`config.mk`:
```
export PLATFORM = sky130hd
export DESIGN_NAME = axi_addr_router
export DESIGN_NICKNAME = d
export VERILOG_FILES = /design/src/rtl/axi_addr_router.sv
export SDC_FILE = /design/constraint.sdc
export NUM_CORES = 1
export LEC_CHECK = 0
export CORE_AREA = 2 2 201 203
export CTS_BUF_LIST = sky130_fd_sc_hd__clkbuf_4
export CTS_CLUSTER_SIZE = 24
export DETAILED_ROUTE_END_ITERATION = 10
export DIE_AREA = 0 0 203 205
export PLACE_DENSITY = 0.49
export SYNTH_ARGS = -nofsm -noshare
export SYNTH_HDL_FRONTEND = slang
export SYNTH_SLANG_ARGS = --single-unit
```
`constraint.sdc`:
```
create_clock -name ACLK -period 3.77 [get_ports ACLK]
set_clock_uncertainty 0.2 [all_clocks]
set_input_delay 0.754 -clock ACLK [delete_from_list [all_inputs] [get_ports ACLK]]
set_output_delay 0.754 -clock ACLK [all_outputs]
set_load 0.005 [all_outputs]
```
`src/rtl/axi_addr_router.sv`:
```
// axi_addr_router: one upstream AXI4 master fanned out to AXI_SLAVE_PORT
// downstream ports by the top address bits. Unmapped regions get DECERR
// from an internal responder. One write and one read may be outstanding
// at a time, and the two directions are independent.
module axi_addr_router #(
   parameter int AXI_ID_WIDTH   = 1,
   parameter int AXI_DATA_WIDTH = 32,
   parameter int AXI_ADDR_WIDTH = 8,
   parameter int AXI_SLAVE_PORT = 3,
   parameter int SEL_WIDTH      = 2,
   localparam int STRB_W = AXI_DATA_WIDTH / 8,
   localparam int AW_W   = AXI_ID_WIDTH + AXI_ADDR_WIDTH + 13,
   localparam int W_W    = AXI_DATA_WIDTH + STRB_W + 1,
   localparam int B_W    = AXI_ID_WIDTH + 2,
   localparam int R_W    = AXI_ID_WIDTH + AXI_DATA_WIDTH + 3
) (
   input  logic                              ACLK,
   input  logic                              ARESETN,
   input  logic [AXI_ID_WIDTH-1:0]           S_AXI_AWID,
   input  logic [AXI_ADDR_WIDTH-1:0]         S_AXI_AWADDR,
   input  logic [7:0]                        S_AXI_AWLEN,
   input  logic [2:0]                        S_AXI_AWSIZE,
   input  logic [1:0]                        S_AXI_AWBURST,
   input  logic                              S_AXI_AWVALID,
   output logic                              S_AXI_AWREADY,
   input  logic [AXI_DATA_WIDTH-1:0]         S_AXI_WDATA,
   input  logic [STRB_W-1:0]                 S_AXI_WSTRB,
   input  logic                              S_AXI_WLAST,
   input  logic                              S_AXI_WVALID,
   output logic                              S_AXI_WREADY,
   output logic [AXI_ID_WIDTH-1:0]           S_AXI_BID,
   output logic [1:0]                        S_AXI_BRESP,
   output logic                              S_AXI_BVALID,
   input  logic                              S_AXI_BREADY,
   input  logic [AXI_ID_WIDTH-1:0]           S_AXI_ARID,
   input  logic [AXI_ADDR_WIDTH-1:0]         S_AXI_ARADDR,
   input  logic [7:0]                        S_AXI_ARLEN,
   input  logic [2:0]                        S_AXI_ARSIZE,
   input  logic [1:0]                        S_AXI_ARBURST,
   input  logic                              S_AXI_ARVALID,
   output logic                              S_AXI_ARREADY,
   output logic [AXI_ID_WIDTH-1:0]           S_AXI_RID,
   output logic [AXI_DATA_WIDTH-1:0]         S_AXI_RDATA,
   output logic [1:0]                        S_AXI_RRESP,
   output logic                              S_AXI_RLAST,
   output logic                              S_AXI_RVALID,
   input  logic                              S_AXI_RREADY,
   output logic [AXI_SLAVE_PORT*AW_W-1:0]    M_AXI_AWCH_o,
   output logic [AXI_SLAVE_PORT-1:0]         M_AXI_AWCH_VALID_o,
   input  logic [AXI_SLAVE_PORT-1:0]         M_AXI_AWCH_READY_i,
   output logic [AXI_SLAVE_PORT*W_W-1:0]     M_AXI_WCH_o,
   output logic [AXI_SLAVE_PORT-1:0]         M_AXI_WCH_VALID_o,
   input  logic [AXI_SLAVE_PORT-1:0]         M_AXI_WCH_READY_i,
   input  logic [AXI_SLAVE_PORT*B_W-1:0]     M_AXI_BCH_i,
   input  logic [AXI_SLAVE_PORT-1:0]         M_AXI_BCH_VALID_i,
   output logic [AXI_SLAVE_PORT-1:0]         M_AXI_BCH_READY_o,
   output logic [AXI_SLAVE_PORT*AW_W-1:0]    M_AXI_ARCH_o,
   output logic [AXI_SLAVE_PORT-1:0]         M_AXI_ARCH_VALID_o,
   input  logic [AXI_SLAVE_PORT-1:0]         M_AXI_ARCH_READY_i,
   input  logic [AXI_SLAVE_PORT*R_W-1:0]     M_AXI_RCH_i,
   input  logic [AXI_SLAVE_PORT-1:0]         M_AXI_RCH_VALID_i,
   output logic [AXI_SLAVE_PORT-1:0]         M_AXI_RCH_READY_o
);

   localparam logic [1:0] W_IDLE = 2'd0;
   localparam logic [1:0] W_DATA = 2'd1;
   localparam logic [1:0] W_RESP = 2'd2;

   localparam logic [1:0] R_IDLE = 2'd0;
   localparam logic [1:0] R_FWD  = 2'd1;
   localparam logic [1:0] R_ERR  = 2'd2;

   logic [1:0]                wstate_q, wstate_d;
   logic [SEL_WIDTH-1:0]      wtgt_q, wtgt_d;
   logic                      werr_q, werr_d;
   logic [AXI_ID_WIDTH-1:0]   awid_q, awid_d;

   logic [1:0]                rstate_q, rstate_d;
   logic [SEL_WIDTH-1:0]      rtgt_q, rtgt_d;
   logic [AXI_ID_WIDTH-1:0]   arid_q, arid_d;
   logic [7:0]                arlen_q, arlen_d;
   logic [7:0]                beat_cnt_q, beat_cnt_d;

   logic [SEL_WIDTH-1:0]      aw_tgt, ar_tgt;
   logic                      aw_mapped, ar_mapped;

   assign aw_tgt    = S_AXI_AWADDR[AXI_ADDR_WIDTH-1 -: SEL_WIDTH];
   assign ar_tgt    = S_AXI_ARADDR[AXI_ADDR_WIDTH-1 -: SEL_WIDTH];
   assign aw_mapped = (32'(aw_tgt) < AXI_SLAVE_PORT);
   assign ar_mapped = (32'(ar_tgt) < AXI_SLAVE_PORT);

   // Payload buses are broadcast to every port; only VALID/READY are steered.
   assign M_AXI_AWCH_o = {AXI_SLAVE_PORT{{S_AXI_AWID, S_AXI_AWLEN, S_AXI_AWSIZE,
                                          S_AXI_AWBURST, S_AXI_AWADDR}}};
   assign M_AXI_ARCH_o = {AXI_SLAVE_PORT{{S_AXI_ARID, S_AXI_ARLEN, S_AXI_ARSIZE,
                                          S_AXI_ARBURST, S_AXI_ARADDR}}};
   assign M_AXI_WCH_o  = {AXI_SLAVE_PORT{{S_AXI_WDATA, S_AXI_WSTRB, S_AXI_WLAST}}};

   // Write path: AW/W/B steering, internal DECERR responder, next-state logic.
   always_comb begin
      wstate_d           = wstate_q;
      wtgt_d             = wtgt_q;
      werr_d             = werr_q;
      awid_d             = awid_q;
      S_AXI_AWREADY      = 1'b0;
      S_AXI_WREADY       = 1'b0;
      S_AXI_BVALID       = 1'b0;
      S_AXI_BID          = '0;
      S_AXI_BRESP        = 2'b00;
      M_AXI_AWCH_VALID_o = '0;
      M_AXI_WCH_VALID_o  = '0;
      M_AXI_BCH_READY_o  = '0;
      case (wstate_q)
         W_IDLE: begin
            if (aw_mapped) begin
               for (int k = 0; k < AXI_SLAVE_PORT; k++) begin
                  if (aw_tgt == SEL_WIDTH'(k)) begin
                     M_AXI_AWCH_VALID_o[k] = S_AXI_AWVALID;
                     S_AXI_AWREADY         = M_AXI_AWCH_READY_i[k];
                  end
               end
            end else begin
               S_AXI_AWREADY = 1'b1;
            end
            if (S_AXI_AWVALID && S_AXI_AWREADY) begin
               wtgt_d   = aw_tgt;
               werr_d   = !aw_mapped;
               awid_d   = S_AXI_AWID;
               wstate_d = W_DATA;
            end
         end
         W_DATA: begin
            if (!werr_q) begin
               for (int k = 0; k < AXI_SLAVE_PORT; k++) begin
                  if (wtgt_q == SEL_WIDTH'(k)) begin
                     M_AXI_WCH_VALID_o[k] = S_AXI_WVALID;
                     S_AXI_WREADY         = M_AXI_WCH_READY_i[k];
                  end
               end
            end else begin
               S_AXI_WREADY = 1'b1;
            end
            if (S_AXI_WVALID && S_AXI_WREADY && S_AXI_WLAST) begin
               wstate_d = W_RESP;
            end
         end
         W_RESP: begin
            if (!werr_q) begin
               for (int k = 0; k < AXI_SLAVE_PORT; k++) begin
                  if (wtgt_q == SEL_WIDTH'(k)) begin
                     S_AXI_BVALID         = M_AXI_BCH_VALID_i[k];
                     S_AXI_BID            = M_AXI_BCH_i[k*B_W +: AXI_ID_WIDTH];
                     S_AXI_BRESP          = M_AXI_BCH_i[k*B_W + AXI_ID_WIDTH +: 2];
                     M_AXI_BCH_READY_o[k] = S_AXI_BREADY;
                  end
               end
            end else begin
               S_AXI_BVALID = 1'b1;
               S_AXI_BID    = awid_q;
               S_AXI_BRESP  = 2'b11;
            end
            if (S_AXI_BVALID && S_AXI_BREADY) begin
               wstate_d = W_IDLE;
            end
         end
         default: wstate_d = W_IDLE;
      endcase
      if (!ARESETN) begin
         S_AXI_AWREADY      = 1'b0;
         S_AXI_WREADY       = 1'b0;
         S_AXI_BVALID       = 1'b0;
         M_AXI_AWCH_VALID_o = '0;
         M_AXI_WCH_VALID_o  = '0;
         M_AXI_BCH_READY_o  = '0;
      end
   end

   // Read path: AR/R steering, DECERR burst generator, next-state logic.
   always_comb begin
      rstate_d           = rstate_q;
      rtgt_d             = rtgt_q;
      arid_d             = arid_q;
      arlen_d            = arlen_q;
      beat_cnt_d         = beat_cnt_q;
      S_AXI_ARREADY      = 1'b0;
      S_AXI_RVALID       = 1'b0;
      S_AXI_RID          = '0;
      S_AXI_RDATA        = '0;
      S_AXI_RRESP        = 2'b00;
      S_AXI_RLAST        = 1'b0;
      M_AXI_ARCH_VALID_o = '0;
      M_AXI_RCH_READY_o  = '0;
      case (rstate_q)
         R_IDLE: begin
            if (ar_mapped) begin
               for (int k = 0; k < AXI_SLAVE_PORT; k++) begin
                  if (ar_tgt == SEL_WIDTH'(k)) begin
                     M_AXI_ARCH_VALID_o[k] = S_AXI_ARVALID;
                     S_AXI_ARREADY         = M_AXI_ARCH_READY_i[k];
                  end
               end
            end else begin
               S_AXI_ARREADY = 1'b1;
            end
            if (S_AXI_ARVALID && S_AXI_ARREADY) begin
               rtgt_d     = ar_tgt;
               arid_d     = S_AXI_ARID;
               arlen_d    = S_AXI_ARLEN;
               beat_cnt_d = 8'd0;
               rstate_d   = ar_mapped ? R_FWD : R_ERR;
            end
         end
         R_FWD: begin
            for (int k = 0; k < AXI_SLAVE_PORT; k++) begin
               if (rtgt_q == SEL_WIDTH'(k)) begin
                  S_AXI_RVALID         = M_AXI_RCH_VALID_i[k];
                  S_AXI_RID            = M_AXI_RCH_i[k*R_W +: AXI_ID_WIDTH];
                  S_AXI_RLAST          = M_AXI_RCH_i[k*R_W + AXI_ID_WIDTH];
                  S_AXI_RRESP          = M_AXI_RCH_i[k*R_W + AXI_ID_WIDTH + 1 +: 2];
                  S_AXI_RDATA          = M_AXI_RCH_i[k*R_W + AXI_ID_WIDTH + 3 +: AXI_DATA_WIDTH];
                  M_AXI_RCH_READY_o[k] = S_AXI_RREADY;
               end
            end
            if (S_AXI_RVALID && S_AXI_RREADY && S_AXI_RLAST) begin
               rstate_d = R_IDLE;
            end
         end
         R_ERR: begin
            S_AXI_RVALID = 1'b1;
            S_AXI_RID    = arid_q;
            S_AXI_RRESP  = 2'b11;
            S_AXI_RLAST  = (beat_cnt_q == arlen_q);
            if (S_AXI_RREADY) begin
               if (S_AXI_RLAST) begin
                  rstate_d = R_IDLE;
               end else begin
                  beat_cnt_d = beat_cnt_q + 8'd1;
               end
            end
         end
         default: rstate_d = R_IDLE;
      endcase
      if (!ARESETN) begin
         S_AXI_ARREADY      = 1'b0;
         S_AXI_RVALID       = 1'b0;
         M_AXI_ARCH_VALID_o = '0;
         M_AXI_RCH_READY_o  = '0;
      end
   end

   // State, target, ID and beat-count registers for both directions.
   always_ff @(posedge ACLK or negedge ARESETN) begin
      if (!ARESETN) begin
         wstate_q   <= W_IDLE;
         wtgt_q     <= '0;
         werr_q     <= 1'b0;
         awid_q     <= '0;
         rstate_q   <= R_IDLE;
         rtgt_q     <= '0;
         arid_q     <= '0;
         arlen_q    <= 8'd0;
         beat_cnt_q <= 8'd0;
      end else begin
         wstate_q   <= wstate_d;
         wtgt_q     <= wtgt_d;
         werr_q     <= werr_d;
         awid_q     <= awid_d;
         rstate_q   <= rstate_d;
         rtgt_q     <= rtgt_d;
         arid_q     <= arid_d;
         arlen_q    <= arlen_d;
         beat_cnt_q <= beat_cnt_d;
      end
   end

endmodule
```
==> After elaboration in Yosys (flattened, before gate mapping) <==
Index checks and enable logic that the tools add are counted.
{ "classes": {"addsub": 1, "magnitude_cmp": 2, "eq_ne": 21, "muxes": 104, "reduce_logical": 20} }
{ "op_table": {"columns": ["cell", "n"], "rows": [
  ["two-way mux 32 bit", 4],
  ["two-way mux 1 bit", 60],
  ["two-way mux 3 bit", 14],
  ["two-way mux 2 bit", 16],
  ["two-way mux 8 bit", 3],
  ["inequality test 2 bit (second input constant)", 8],
  ["one-hot mux 8 bit (2 select lines)", 1],
  ["== test 2 x 1 -> 1 bit (second input constant)", 6],
  ["== test 2 bit (second input constant)", 6],
  ["logical NOT 2 bit", 6],
  ["one-hot mux 2 bit (3 select lines)", 2],
  ["adder 8 x 1 -> 8 bit (second input constant)", 1],
  ["== test 8 bit", 1],
  ["AND reduction 4 bit", 2],
  ["logical AND 1 bit", 7],
  ["one-hot mux 1 bit (2 select lines)", 3],
  ["< comparator 2 bit (second input constant)", 2],
  ["one-hot mux 2 bit (2 select lines)", 1],
  ["AND reduction 2 bit", 2],
  ["AND reduction 3 bit", 1],
  ["nonzero test 2 bit", 1],
  ["logical NOT 1 bit", 1]
]} }
{ "word_totals": {"register_bits": 27, "in_bits": 220, "out_inout_bits": 302, "elab_cells": 157} }

==> Logic depth before layout (Yosys ltp) <==
Gate-level depths: netlist of the first run.
{ "depth": {"depth_word": 10, "mapped_depth": 8, "mapped_depth_nobuf": 6} }

==> Worst setup path before layout of the first run <==
No wires, ideal clock.
{ "synth_path": {"path_type": "register to output", "from": "reg rtgt_q[0]", "to": "out S_AXI_RDATA[10]", "t_arrival_ps": 1422, "required_ps": 2816, "path_slack_ps": 1394, "stages_incl_launch_ff": 7, "n_path_buf": 3, "path_cell_list": "dfrtp_1 -> buf_2 -> buf_2 -> buf_2 -> mux2i_1 -> o21ai_0 -> and2_1"} }
{ "synth_via": {"elab_chain_cells": 5, "elab_cells_between_ends": 7, "classes_between": "eq/ne: 2; mux: 4; reduce/logical: 1"} }
{ "synth_lines": {"columns": ["element", "line_no", "rtl"], "rows": [
  ["start, declared", "79", "logic [SEL_WIDTH-1:0] rtgt_q, rtgt_d;"],
  ["start signal, assigned", "269", "rtgt_q <= rtgt_d;"],
  ["logical NOT 2 bit", "215", "if (rtgt_q == SEL_WIDTH'(k)) begin"],
  ["two-way mux 32 bit (2 in a row)", "215", null],
  ["two-way mux 32 bit (*)", "215", null],
  ["two-way mux 32 bit (*)", "193", "case (rstate_q)"],
  ["end, declared", "43", "output logic [AXI_DATA_WIDTH-1:0] S_AXI_RDATA,"]
]} }
Every way passes the cells marked *; elsewhere a longest branch is shown, timed or not.

==> Final worst setup path of the first run <==
{ "layout_path": {"from": "in M_AXI_RCH_VALID_i[1]", "to": "out S_AXI_RVALID"} }
{ "layout_via": {"elab_chain_cells": 5} }
{ "layout_lines": {"columns": ["element", "line_no", "rtl"], "rows": [
  ["start, declared", "61", "input logic [AXI_SLAVE_PORT-1:0] M_AXI_RCH_VALID_i,"],
  ["two-way mux 1 bit (2 in a row)", "215", null],
  ["two-way mux 1 bit", "193", null],
  ["one-hot mux 1 bit (2 select lines)", "193", null],
  ["two-way mux 1 bit", "243", "if (!ARESETN) begin"],
  ["end, declared", "46", "output logic S_AXI_RVALID,"]
]} }
Every way passes these cells. The select of a mux whose other input is x is not followed.

==> results of run 1 <==
worst max-delay path: stages:
cell	delay, ns
clkdlybuf4s50_1	0.53
mux2i_1	0.10
o21ai_1	0.35
a21oi_1	0.16
nor2_1	0.18
clkdlybuf4s50_1	0.54
worst paths after layout:
kind	slack [ns]	depth (start not counted)	startpoint	to
worst max-delay path	0.19	6	M_AXI_RCH_VALID_i[1]	S_AXI_RVALID
worst min-delay path	0.07	1	ARESETN	wtgt_q[0]
max in group asynchronous	2.59	3	ARESETN	rtgt_q[0]
min in group ACLK	0.33	1	arid_q	arid_q
worst max register to register	1.26	8	rtgt_q[0]	rstate_q[1]
worst min register to register	0.33	1	arid_q	arid_q
Yosys cell counts, drive strengths merged, types with 7 or more instances:
cell type,count,area [um2]
buf,254,1880
nand2,53,199
mux2i,47,470
o21ai,45,225
and2,32,200
dfrtp,27,676
clkbuf,18,67.6
mux2,15,180
nor2,15,56.3
nand3,13,65.1
nor2b,9,56.3
nor3,8,40.0
xnor2,8,70.1
nand2b,7,43.8
state kept, by name, indices dropped and copies added, names as in the netlist:
name	flops
arid_q	1
awid_q	1
rstate_q	2
rtgt_q	2
beat_cnt_q	8
wtgt_q	2
arlen_q	8
werr_q	1
wstate_q	2
layer usage:
layer,global-route usage (%),vias to the layer above
li1,-,1837
met1,9.27,1741
met2,17.3,383
met3,6.03,8
met4,0.600,2
met5,0,-
power by group:
part	internal, mW	total (mW)	leakage, nW	switching (mW)
clock	0.0406	0.138	0.0140	0.0978
sequential	0.395	0.536	0.339	0.141
combinational	1.14	2.14	1.94	1.01
total	1.57	2.82	2.29	1.25
area by class of cell:
class,instances,area [um2],share of cell area [%]
inverters,4,15.0,0.240
diodes,1,2.50,0.0400
clock buffers,3,22.5,0.360
repair buffers,287,2800,44.7
multi-input cells,308,2070,33.2
well taps,525,657,10.5
flip-flops and latches,27,681,10.9
clock inverters,1,7.51,0.120
what timing repair did:
action                                  4_1_cts  5_1_grt
gates resized for setup                       2        1
endpoints found under the setup margin        8        2
hold buffers                                  0        0
setup buffers                                 6        1
metrics by stage:
stage                     setup TNS, ns  std cells  instance area [um2]  utilization, %
after floorplan                       0        611                 4700               -
after global placement           -0.219       1144                 6160            15.7
after detailed placement         -0.169       1144                 6160            15.7
after CTS                             0       1154                 6240            15.9
after global routing                  0       1155                 6250            15.9
final                                 0       1156                 6250            15.9
logic make-up (layout without fill, tap and decap cells):
logic type | Yosys count | in the layout
buf+inv | 276 | 295
simple gates | 158 | 158
compound gates | 76 | 76
mux | 62 | 62
flops | 27 | 27
xor+xnor | 8 | 8
fa+ha+maj | 4 | 4
other cells | 0 | 1
==> impl_metrics.json, run 1 <==
{
  "synth_edf_count": 0,
  "dr_wl_met3_mm": 3.22,
  "peakVddDrop_mv": 0.152,
  "power_mw": 2.82,
  "die_h_um": 205,
  "root_buffer": "clkbuf_4",
  "layout_common_cells": "clkdlybuf4s50_1, nand2_1, mux2i_1",
  "synthAdderAreaFrac_pct": 1.06,
  "min_period_ns": 3.58,
  "core_area_um2": 39400,
  "area_growth_syn_to_layout_pct": 33.0,
  "endpoint_kind": "output pin",
  "drtAntennaViolNets": 0,
  "synthCells": 611,
  "top_layer_used": "met5",
  "drive_above_1_share_pct": 8.89,
  "portBuffers": 257,
  "clk_latency_ns": 0.34,
  "n_fill_cell": 4475,
  "crit_path_max_fanout": 2,
  "cts_buffers": 3,
  "grt_max_degree": 30,
  "synth_seq_area_share_pct": 14.4,
  "run_status": "finished, final reports clean",
  "maxSlewHeadroom_pct": 54.1,
  "crit_arrival_ns": 2.62,
  "routed_wl_mm": 21.2,
  "cts.sinks": 27,
  "gp_congestion": 0.765,
  "grt_pass1_wl_mm": 28.6,
  "clockBufferDepth": 2,
  "startpoint_type": "input port",
  "layout_commonest_cell": "clkdlybuf4s50_1",
  "leakage_nw": 2.29,
  "synthFlopType": "dfrtp_1",
  "synthSimpleGateAreaFrac_pct": 17.5,
  "synth_top_family_by_area": "buffers and inverters",
  "yosys.area_share.xor_xnor_pct": 1.49,
  "maxSlewViolCount": 0,
  "timing.hold.ws_ns": 0.0696,
  "std_cell_rows": 73,
  "via_per_inst": 3.44,
  "avgRoutedWirePerCell_um": 18.3,
  "synth_nets": 835,
  "first_global_vias": 4151,
  "max_cap_viol_count": 0,
  "drc": 0,
  "synth_compound_area_share_pct": 10.0,
  "synthMuxAreaShare_pct": 13.8,
  "nets": 855,
  "dp_slack_ns": -0.169,
  "wirelength_met1_mm": 7.22,
  "layout_setup_ws_ns": 0.194,
  "required_ns": 2.82,
  "synth_cell_types": 42,
  "start_util_pct": 12.0,
  "grt-ovfl-total": 0,
  "crit_type": "input port to output pin",
  "cts_tree": "built",
  "vias": 3971,
  "hold_violations": 0,
  "drt-pass1-iter-count": 4,
  "syn_avg_cell_area_um2": 7.70,
  "synth_warnings": 0,
  "hold_class": "input port to async pin",
  "cts_max_level": 1,
  "route.met2.wl_mm": 10.6,
  "rsz0062_at_grt": "false",
  "design.die.area_um2": 41600,
  "tightest_slew_ns": 0.687,
  "drtIter0Drc": 124,
  "ios": 522,
  "hpwl_mm": 17.9,
  "clkTransAtPathRegs_ns": 0.16,
  "fmax_mhz": 280,
  "synth_area_um2": 4700,
  "die_x_um": 203,
  "ys_async_sr_fraction_pct": 100,
  "grt_util_all_layers_pct": 9.41,
  "antenna_found_initial": 2,
  "ys_seq_elements": 27,
  "finalSetupViolations": 0,
  "power_density_nw_per_um2": 450,
  "fin_crit_sh_pct": 94.8
}
Power figures use the tool's default switching activity.
==> run 2: changes to the inputs <==
Settings changed: CORE_AREA 2 2 201 203 to 2 2 202 204, DIE_AREA 0 0 203 205 to 0 0 204 206.
Clock period 3.77 ns to 3.41 ns, I/O delays scaled along.
==> impl_metrics.json, run 2 (synthesis results as in run 1) <==
{
  "post_dp_cell_area_um2": 6260,
  "reg_top3": "arlen_q: 8 flops, beat_cnt_q: 8 flops",
  "grt_max_degree": 28,
  "cts_max_level": 1,
  "layout_commonest_cell": "clkdlybuf4s50_1",
  "core_area_um2": 40200,
  "clkTransAtPathRegs_ns": 0.17,
  "fmax_mhz": 307,
  "dp_slack_ns": -0.0690,
  "grt_busiest_layer": "met2",
  "clk_latency_ns": 0.35,
  "die_h_um": 206,
  "finalSetupViolations": 0,
  "drtIter0Drc": 141,
  "leakage_nw": 2.36,
  "cts_tree": "built",
  "antenna_found_initial": 2,
  "tightest_slew_ns": 0.514,
  "maxSlewHeadroom_pct": 65.7,
  "max_cap_viol_count": 0,
  "first_global_vias": 4126,
  "peakVddDrop_mv": 0.154,
  "vias": 3955,
  "layout_setup_ws_ns": 0.153,
  "required_ns": 2.53,
  "crit_type": "input port to output pin",
  "ios": 522,
  "rrSetupSlack_ns": 0.98,
  "maxSlewViolCount": 0,
  "via_per_inst": 3.37,
  "drtAntennaViolNets": 0,
  "gp_congestion": 0.780,
  "avgRoutedWirePerCell_um": 18.2,
  "crit_arrival_ns": 2.38,
  "crit_path_max_fanout": 8,
  "rsz0062_at_grt": "false",
  "root_buffer": "clkbuf_4",
  "grt_util_met1_pct": 9.19,
  "area_growth_syn_to_layout_pct": 35.3,
  "use_met3_pct": 4.98,
  "worstReg2RegStart": "rstate_q[0]",
  "cts.sinks": 27,
  "clockBufferDepth": 2,
  "cts_buffers": 3,
  "startpoint_type": "input port",
  "r2r-end": "beat_cnt_q[6]",
  "design.die.area_um2": 42000,
  "rr_worst_depth": 8,
  "nets": 864,
  "power_density_nw_per_um2": 507,
  "fin_crit_sh_pct": 95.5,
  "drive_above_1_share_pct": 10.5,
  "endpoint_kind": "output pin",
  "run_status": "finished, final reports clean",
  "met2_usage_pct": 17.8,
  "worstPathCellList": "clkdlybuf4s50_1 -> mux2i_1 -> mux2i_1 -> nor2b_1 -> clkdlybuf4s50_1",
  "stdcell_area_um2": 6370,
  "hold_violations": 0,
  "min_period_ns": 3.26,
  "drt-pass1-iter-count": 4,
  "grt_util_all_layers_pct": 9.45,
  "grt-ovfl-total": 0,
  "dp.cells": 1162,
  "slowest_delay_ns": 0.62,
  "slowest_stage": "clkdlybuf4s50_1",
  "routed_wl_mm": 21.4,
  "fin_util_pct": 15.8,
  "hold_class": "input port to async pin",
  "die_x_um": 204,
  "layout_common_cells": "clkdlybuf4s50_1, nand2_1, mux2i_1",
  "hpwl_mm": 18.3,
  "timing.hold.ws_ns": 0.189,
  "drc": 0,
  "portBuffers": 257,
  "fin_setup_tns_ns": 0,
  "power_mw": 3.23,
  "grt_pass1_wl_mm": 28.8,
  "layout.cells.non_filler": 1172,
  "std_cell_rows": 74,
  "start_util_pct": 11.7
}
run 2: area by class of cell:
class,instances,area (um2)
clock inverters,1,8.76
clock buffers,3,22.5
inverters,4,15.0
repair buffers,296,2890
well taps,532,666
flip-flops and latches,27,678
diodes,1,2.50
fillers,4580,33800
multi-input cells,308,2090
run 2: how the worst max path moves through the flow:
stage / start / endpoint / slack, ns / cells after the start
after floorplan: rtgt_q[0] / S_AXI_RDATA[10] / 1.11 / 6
after global placement: M_AXI_RCH_i[0] / S_AXI_RID / -0.08 / 7
after detailed placement: M_AXI_RCH_i[0] / S_AXI_RID / -0.07 / 7
after CTS: M_AXI_RCH_i[0] / S_AXI_RID / 0.03 / 7
after global routing: rtgt_q[0] / S_AXI_RRESP[1] / 0.01 / 7
final: S_AXI_ARADDR[7] / S_AXI_ARREADY / 0.15 / 5
run 2: what timing repair did:
item	4_1_cts	5_1_grt
hold endpoints to repair	1	0
gates resized for setup	1	3
hold buffers	1	0
buffers inserted	4	0
setup endpoints to repair	14	3
run 2: report_power, final:
group / switching, mW / total, mW / internal, mW
Combinational: 1.16 / 2.48 / 1.32
Sequential: 0.155 / 0.588 / 0.433
Clock: 0.111 / 0.159 / 0.0481
run 2: worst max-delay path: cells and delay by family:
family | cells | cell delay (ns)
buf+inv | 2 | 1.06
mux | 2 | 0.48
simple gates | 1 | 0.15
run 2: per-layer routing:
metal  vias up  wire (um)
met1      1727       7080
met2       361      11000
met4         2        351
met3        18       2970
met5         -         13
li1       1847          -
==> run 3: changes to the inputs <==
Settings changed: SLEW_MARGIN from default to 20.
==> results of run 3 <==
No change in the layout: final DEF, timing and power equal those of run 2.
